==> config.mk <==
export PLATFORM = sky130hd
export DESIGN_NAME = msrh_freelist
export DESIGN_NICKNAME = d
export VERILOG_FILES = /design/src/rtl/msrh_pkg.sv /design/src/rtl/msrh_freelist_ptr.sv /design/src/rtl/msrh_freelist.sv
export SDC_FILE = /design/constraint.sdc
export NUM_CORES = 1
export LEC_CHECK = 0
export CAP_MARGIN = 20
export CORE_MARGIN = 2
export CORE_UTILIZATION = 58
export CTS_CLUSTER_DIAMETER = 100
export DETAILED_ROUTE_END_ITERATION = 16
export HOLD_SLACK_MARGIN = 0.03
export PLACE_DENSITY = 0.8
export SYNTH_ARGS = -nofsm -noshare
export SYNTH_HDL_FRONTEND = slang
export SYNTH_SLANG_ARGS = --single-unit
==> constraint.sdc <==
create_clock -name i_clk -period 4.2 [get_ports i_clk]
set_clock_uncertainty 0.2 [all_clocks]
set_input_delay 0.84 -clock i_clk [delete_from_list [all_inputs] [get_ports i_clk]]
set_output_delay 0.84 -clock i_clk [all_outputs]
set_load 0.03 [all_outputs]
==> src/rtl/msrh_pkg.sv <==
// ============================================================================
// Module : msrh_pkg
// Shared rename/commit types and sizing constants for the msrh core.
// Revision: 1.0 - initial release
// ============================================================================
`default_nettype none

package msrh_pkg;

  localparam int DISP_SIZE  = 5;
  localparam int FLIST_SIZE = 32;
  // Large enough for 32 architectural IDs plus one free list per lane
  localparam int RNID_W     = 8;

  typedef struct packed {
    logic                                commit;
    logic [DISP_SIZE-1:0]                rnid_valid;
    logic [DISP_SIZE-1:0][RNID_W-1:0]    old_rnid;
    logic [DISP_SIZE-1:0][RNID_W-1:0]    rd_rnid;
    logic [DISP_SIZE-1:0]                dead_id;
    logic                                all_dead;
  } cmt_rnid_upd_t;

endpackage

`default_nettype wire

==> src/rtl/msrh_freelist_ptr.sv <==
// ============================================================================
// Module : msrh_freelist_ptr
// Wrapping pointer register with increment enable; wraps by natural overflow.
// Revision: 1.0 - initial release
// ============================================================================
`default_nettype none

module msrh_freelist_ptr #(
  parameter int WIDTH = 5
) (
  input  logic             i_clk,
  input  logic             i_reset_n,
  input  logic             i_inc,
  output logic [WIDTH-1:0] o_ptr
);

  logic [WIDTH-1:0] r_ptr;

  always_ff @(posedge i_clk or negedge i_reset_n) begin
    if (!i_reset_n) begin
      r_ptr <= '0;
    end else if (i_inc) begin
      r_ptr <= r_ptr + WIDTH'(1);
    end
  end

  assign o_ptr = r_ptr;

endmodule

`default_nettype wire

==> src/rtl/msrh_freelist.sv <==
// ============================================================================
// Module : msrh_freelist
// Per-lane free list of physical register IDs: rename pops, commit pushes.
// Optional duplicate/range check on push: MSRH_FREELIST_DUP_CHECK_EN
// Revision: 1.0 - initial release
// ============================================================================
`default_nettype none

module msrh_freelist
  import msrh_pkg::*;
#(
  parameter int LANE  = 0,
  parameter int SIZE  = FLIST_SIZE,
  parameter int WIDTH = RNID_W,
  parameter int INIT  = 32 + LANE * SIZE
) (
  input  logic                      i_clk,
  input  logic                      i_reset_n,
  input  cmt_rnid_upd_t             i_cmt_rnid_upd,
  input  logic                      i_pop,
  output logic [WIDTH-1:0]          o_pop_id,
  output logic                      o_is_empty,
  output logic [$clog2(SIZE):0]     o_count,
  output logic                      o_err
);

  localparam int PTR_W = $clog2(SIZE);
  localparam int CNT_W = PTR_W + 1;
  localparam logic [CNT_W-1:0] c_full_cnt = CNT_W'(SIZE);

  logic [WIDTH-1:0] r_entry [SIZE];
  logic [CNT_W-1:0] r_count;
  logic             r_err;
  logic [PTR_W-1:0] w_head;
  logic [PTR_W-1:0] w_tail;

  logic             w_push_req;
  logic [WIDTH-1:0] w_push_id;
  logic             w_empty;
  logic             w_full;
  logic             w_pop_eff;
  logic             w_push_legal;
  logic             w_push_eff;
  logic             w_unused;

  assign w_push_req = i_cmt_rnid_upd.commit & i_cmt_rnid_upd.rnid_valid[LANE];
  // A dead instruction never used its new mapping, so that one is recycled
  assign w_push_id  = (i_cmt_rnid_upd.dead_id[LANE] | i_cmt_rnid_upd.all_dead) ?
                      i_cmt_rnid_upd.rd_rnid[LANE] : i_cmt_rnid_upd.old_rnid[LANE];
  assign w_unused   = ^i_cmt_rnid_upd;

  assign w_empty    = (r_count == '0);
  assign w_full     = (r_count == c_full_cnt);
  assign w_pop_eff  = i_pop & ~w_empty;
  assign w_push_eff = w_push_req & (~w_full | w_pop_eff) & w_push_legal;

`ifdef MSRH_FREELIST_DUP_CHECK_EN
  localparam logic [WIDTH-1:0] c_init = WIDTH'(INIT);
  localparam logic [WIDTH-1:0] c_size = WIDTH'(SIZE);

  logic [SIZE-1:0]  r_present;
  logic [WIDTH-1:0] w_push_off;
  logic [PTR_W-1:0] w_push_idx;
  logic [PTR_W-1:0] w_pop_idx;
  logic             w_in_range;
  logic             w_dup;

  assign w_push_off = w_push_id - c_init;
  assign w_push_idx = PTR_W'(w_push_off);
  assign w_pop_idx  = PTR_W'(r_entry[w_head] - c_init);
  assign w_in_range = (w_push_id >= c_init) && (w_push_off < c_size);
  // The same-cycle pop of this id clears its bit before the push sets it
  assign w_dup      = r_present[w_push_idx] & ~(w_pop_eff && (w_pop_idx == w_push_idx));
  assign w_push_legal = w_in_range & ~w_dup;

  always_ff @(posedge i_clk or negedge i_reset_n) begin
    if (!i_reset_n) begin
      r_present <= '1;
    end else begin
      if (w_pop_eff) begin
        r_present[w_pop_idx] <= 1'b0;
      end
      if (w_push_eff) begin
        r_present[w_push_idx] <= 1'b1;
      end
    end
  end
`else
  assign w_push_legal = 1'b1;
`endif

  msrh_freelist_ptr #(.WIDTH(PTR_W)) u_head (
    .i_clk     (i_clk),
    .i_reset_n (i_reset_n),
    .i_inc     (w_pop_eff),
    .o_ptr     (w_head)
  );

  msrh_freelist_ptr #(.WIDTH(PTR_W)) u_tail (
    .i_clk     (i_clk),
    .i_reset_n (i_reset_n),
    .i_inc     (w_push_eff),
    .o_ptr     (w_tail)
  );

  always_ff @(posedge i_clk or negedge i_reset_n) begin
    if (!i_reset_n) begin
      for (int k = 0; k < SIZE; k++) begin
        r_entry[k] <= WIDTH'(INIT + k);
      end
    end else if (w_push_eff) begin
      r_entry[w_tail] <= w_push_id;
    end
  end

  always_ff @(posedge i_clk or negedge i_reset_n) begin
    if (!i_reset_n) begin
      r_count <= c_full_cnt;
      r_err   <= 1'b0;
    end else begin
      r_count <= r_count + CNT_W'(w_push_eff) - CNT_W'(w_pop_eff);
      if ((i_pop & w_empty) | (w_push_req & ~w_push_eff)) begin
        r_err <= 1'b1;
      end
    end
  end

  assign o_pop_id   = r_entry[w_head];
  assign o_is_empty = w_empty;
  assign o_count    = r_count;
  assign o_err      = r_err;

endmodule

`default_nettype wire
==> out/results.txt <==
The flow ran to the end, and the final reports show no timing, DRC or antenna violations. Largest voltage drop on the vdd net: 0.450 mV. Grouping stages by cell kind, the critical path spends the most delay in compound AO/OA/AOI/OAI gates. The tools report the global-route met3 utilization as 0.0444. The number of buffers and inverters on the critical path is 2. The tool flagged a number of max-cap violations equal to 0. The internal power of the cells totals 7.25 mW.

The final wirelength is 30400 um. The relative area change from synthesis to final layout was 11.3%; the number of iterations in the first detailed-routing pass was 5. In this run the vertical extent of the chip is 156 um. The worst setup path is captured at an output pin. The commonest cells after synthesis are a21oi_1, nor2_1, dfrtp_1.

The run gives 1 as the depth of the CTS H-tree. For the pin with the worst max-slew slack, the measured transition is 0.871 ns. Buffers placed on the I/O ports in this run total 38.

During I/O placement, the number of pins put on the boundary was 111. Detailed placement ended at an HPWL of 19400 um. The final number of hold-violating endpoints is 0.

The mean instance size in the synthesized netlist came out at 12.2 sq um. In this run the worst hold path is classified as in2async. Setup violations remaining at the end of the flow were counted as 0.

For the final-report max-slew violation count, the log shows 0. The run gives 0.420 as the worst slew margin relative to its limit. TritonCTS built the clock tree.

After floorplanning, the core was divided into 55 placement rows. For this design, the slowest cell found on the critical path is dfrtp_4. The synthesized design spends more area on one cell type than any other, namely dfrtp_1. For the initial antenna violation count, the log shows 2. The worst setup path is of the reg2out kind. The switching portion of total power works out to 0.365. After routing the design area is 0.0149 sq mm. For this run, the leading register cell type out of synthesis is dfrtp_1. The signal arrival time at the worst endpoint was 2.99 ns; the sum of negative setup slack was 0 ns. The portion of total power attributed to the clock network was 0.215. The worst-case clock buffer depth was 3; the worst slack at placement was 0.285 ns. The post-synthesis instance area is 0.0134 sq mm. The post-route clock period utilization was 0.959.

For the first-pass GRT wire length, the log shows 49100 um. In this run, the number of DRC markers left after iteration 0 of detailed routing was 664. The number of different library cells in the post-synthesis netlist is 47, and the global-route usage over all layers is 0.259. The share of power burned in registers is 0.402, and the synthesis-stage register bit count is 273.

The fraction of post-synthesis cell area in the top cell type by area came out at 0.300. Dividing total power by cell area gives a power density of 768 mW/mm^2. Along the worst path, the maximum fanout reaches 7.

After floorplanning, the core was sized to cover 0.0226 sq mm. The portion of the post-synthesis area used by sequential elements is 0.522, and the pin count of the biggest net entering global routing is 115. The final layout contains 1232 nets.

The tools report the number of warnings issued by yosys as 0. For the finished layout, the period the worst path requires is 4.03 ns. After detailed routing, the number of vias per cell comes to 6.24. After detailed placement, the total cell area comes to 0.0139 sq mm. The share of final-layout standard cells stronger than drive strength 1 came out at 0.306. Summed over all cells, the static leakage comes to 6.04 nW.

The maximum operating frequency came out at 248 MHz. Counting the buffers created by CTS gives 29. Across all layers, the routed design uses 8927 vias.

The clock transition at the registers of the reported paths is 0.06 ns. Combinational power share: 0.382. The number of antenna diodes in the final layout is 0.

The number of clock sinks is 273, and the worst setup slack after layout is 0.172 ns. Final hold analysis gives a worst-case slack of 0.114 ns. After global routing, the most crowded layer is met2. At the end of routability-driven placement, the weighted congestion stood at 0.813.

The tools report the critical path launch point type as a register. Setup repair after global routing left no endpoint under its margin. Synthesis handed over a netlist of 1097 instances. Yosys mapped a number of flops with a built-in enable equal to 0. The largest single stage delay on the critical path is 0.53 ns. The run gives 0.350 as the met1 layer usage reported by global route. The fraction of registers with async set or reset after synthesis was 1.00; the number of nets produced by synthesis was 1207. The cell sitting at the root of the clock tree is a clkbuf_16.

In the final routed layout, each cell accounts on average for 21.2 um. For this run the aggregate overflow at the end of global routing stands at 0. In this run, post-CTS hold repair placed 0 buffers. Traced cell by cell, the critical path runs through buf_12, mux4_2, a22o_1, a2111oi_0, a21oi_1, dlygate4sd2_1. The die covers 0.0243 sq mm. The via count of the first global-routing pass is 9245. a21oi_1 is the most common cell in the netlist. For this design the total switching power over the nets is 4.16 mW. From left edge to right edge, the die measures 156 um.

After detailed routing, the number of remaining DRC violations is 0. Remaining antenna violation count after routing: 0. At the later pin of the worst-skew pair, clock insertion delay measures 0.54 ns. For the worst setup path, the data required time is 3.16 ns. The tools report the met2 capacity usage during global routing as 0.424. The run gives 0.590 as the initial cell density of the core.

By area the synthesized netlist is led by dfrtp_1, dfstp_2, a21oi_1, mux4_2, nor2_1. After layout, the design draws a total of 11.4 mW.
==> cell type report <==
class | instances | area, sq um
Inverter | 13 | 48.8
Clock inverter | 7 | 45.0
Fill cell | 1595 | 7770
Tap cell | 285 | 357
Timing Repair Buffer | 73 | 723
Multi-Input combinational cell | 732 | 5830
Clock buffer | 47 | 885
Sequential cell | 273 | 6980
==> through the flow <==
stage	util	cells
after floorplan	-	1097
after global placement	0.612	1370
after detailed placement	0.612	1370
after CTS	0.657	1430
after global routing	0.657	1430
final	0.657	1430
==> power by group through the flow <==
stage               Combinational, mW  Clock [mW]  Sequential, mW
detailed placement               4.25           0            4.63
global route                     4.73        2.61            4.72
CTS                              4.36        2.50            4.57
finish                           4.36        2.46            4.59
global placement                 4.08           0            4.56
floorplan                        3.27           0            4.35
==> per-layer routing <==
layer | share of wire | vias to the layer above | routed length [um]
met5 | 0.00043 | - | 13
met4 | 0.037 | 2 | 1120
met3 | 0.054 | 82 | 1650
met2 | 0.50 | 277 | 15100
met1 | 0.41 | 4523 | 12500
li1 | - | 4043 | -
==> kinds of logic (layout without fill, tap and decap cells) <==
family	Yosys count	after routing	synth area share
muxes	136	136	0.152
xor gates and xnor gates	11	11	0.00721
and+or+nand+nor	258	258	0.0861
AOI/OAI and AO/OA	312	312	0.173
DFF	273	273	0.522
buffers and inverters	92	140	0.0449
adders and majority gates	15	15	0.0146
==> cell usage in the layout (no fill, tap or decap), drive strengths merged, types with 5 or more instances in the layout <==
| cell | count |
|---|---|
| a21oi | 235 |
| nor2 | 220 |
| dfrtp | 160 |
| dfstp | 113 |
| mux4 | 49 |
| mux2 | 49 |
| clkbuf | 47 |
| mux2i | 38 |
| buf | 36 |
| clkdlybuf4s50 | 29 |
| a311oi | 29 |
| inv | 15 |
| ha | 14 |
| nand3 | 9 |
| o221ai | 8 |
| a22oi | 8 |
| nand2 | 8 |
| o22ai | 7 |
| a22o | 7 |
| a2111oi | 7 |
| nand3b | 6 |
| xnor2 | 6 |
| dlygate4sd2 | 6 |
| xor2 | 5 |
==> flip-flops by register name, summed over array words and instances (netlist names) <==
register and count:
r_entry 256, o_count 6, u_head.o_ptr 5, u_tail.o_ptr 5, o_err 1
==> worst register-to-register path: stages (launching register included) <==
cell and delay, ns:
dfstp_2 0.54, inv_1 0.04, ha_1 0.20, nand2b_2 0.19, a31oi_1 0.44, inv_1 0.10
ha_1 0.29, inv_1 0.04, ha_1 0.20, fa_1 0.41, a21oi_1 0.14, o21ai_0 0.12
xor2_1 0.17
==> worst paths after layout <==
path	startpoint	endpoint	slack, ns	cells after the start
worst max-delay path	u_head.o_ptr[0]	o_pop_id[4]	0.17	6
worst max register to register	o_count[5]	o_count[4]	0.97	12
worst min register to register	o_err	o_err	0.27	1
worst min-delay path	i_reset_n	r_entry[110]	0.11	1
min in group i_clk	o_err	o_err	0.27	1
max in group asynchronous	i_reset_n	r_entry[53]	2.75	2
==> timing repair <==
item / 4_1_cts / 5_1_grt
resized for setup: 11 / 4
setup buffers: 6 / 0
endpoints found under the setup margin: 8 / 4
(Power assumes the default switching activity.)
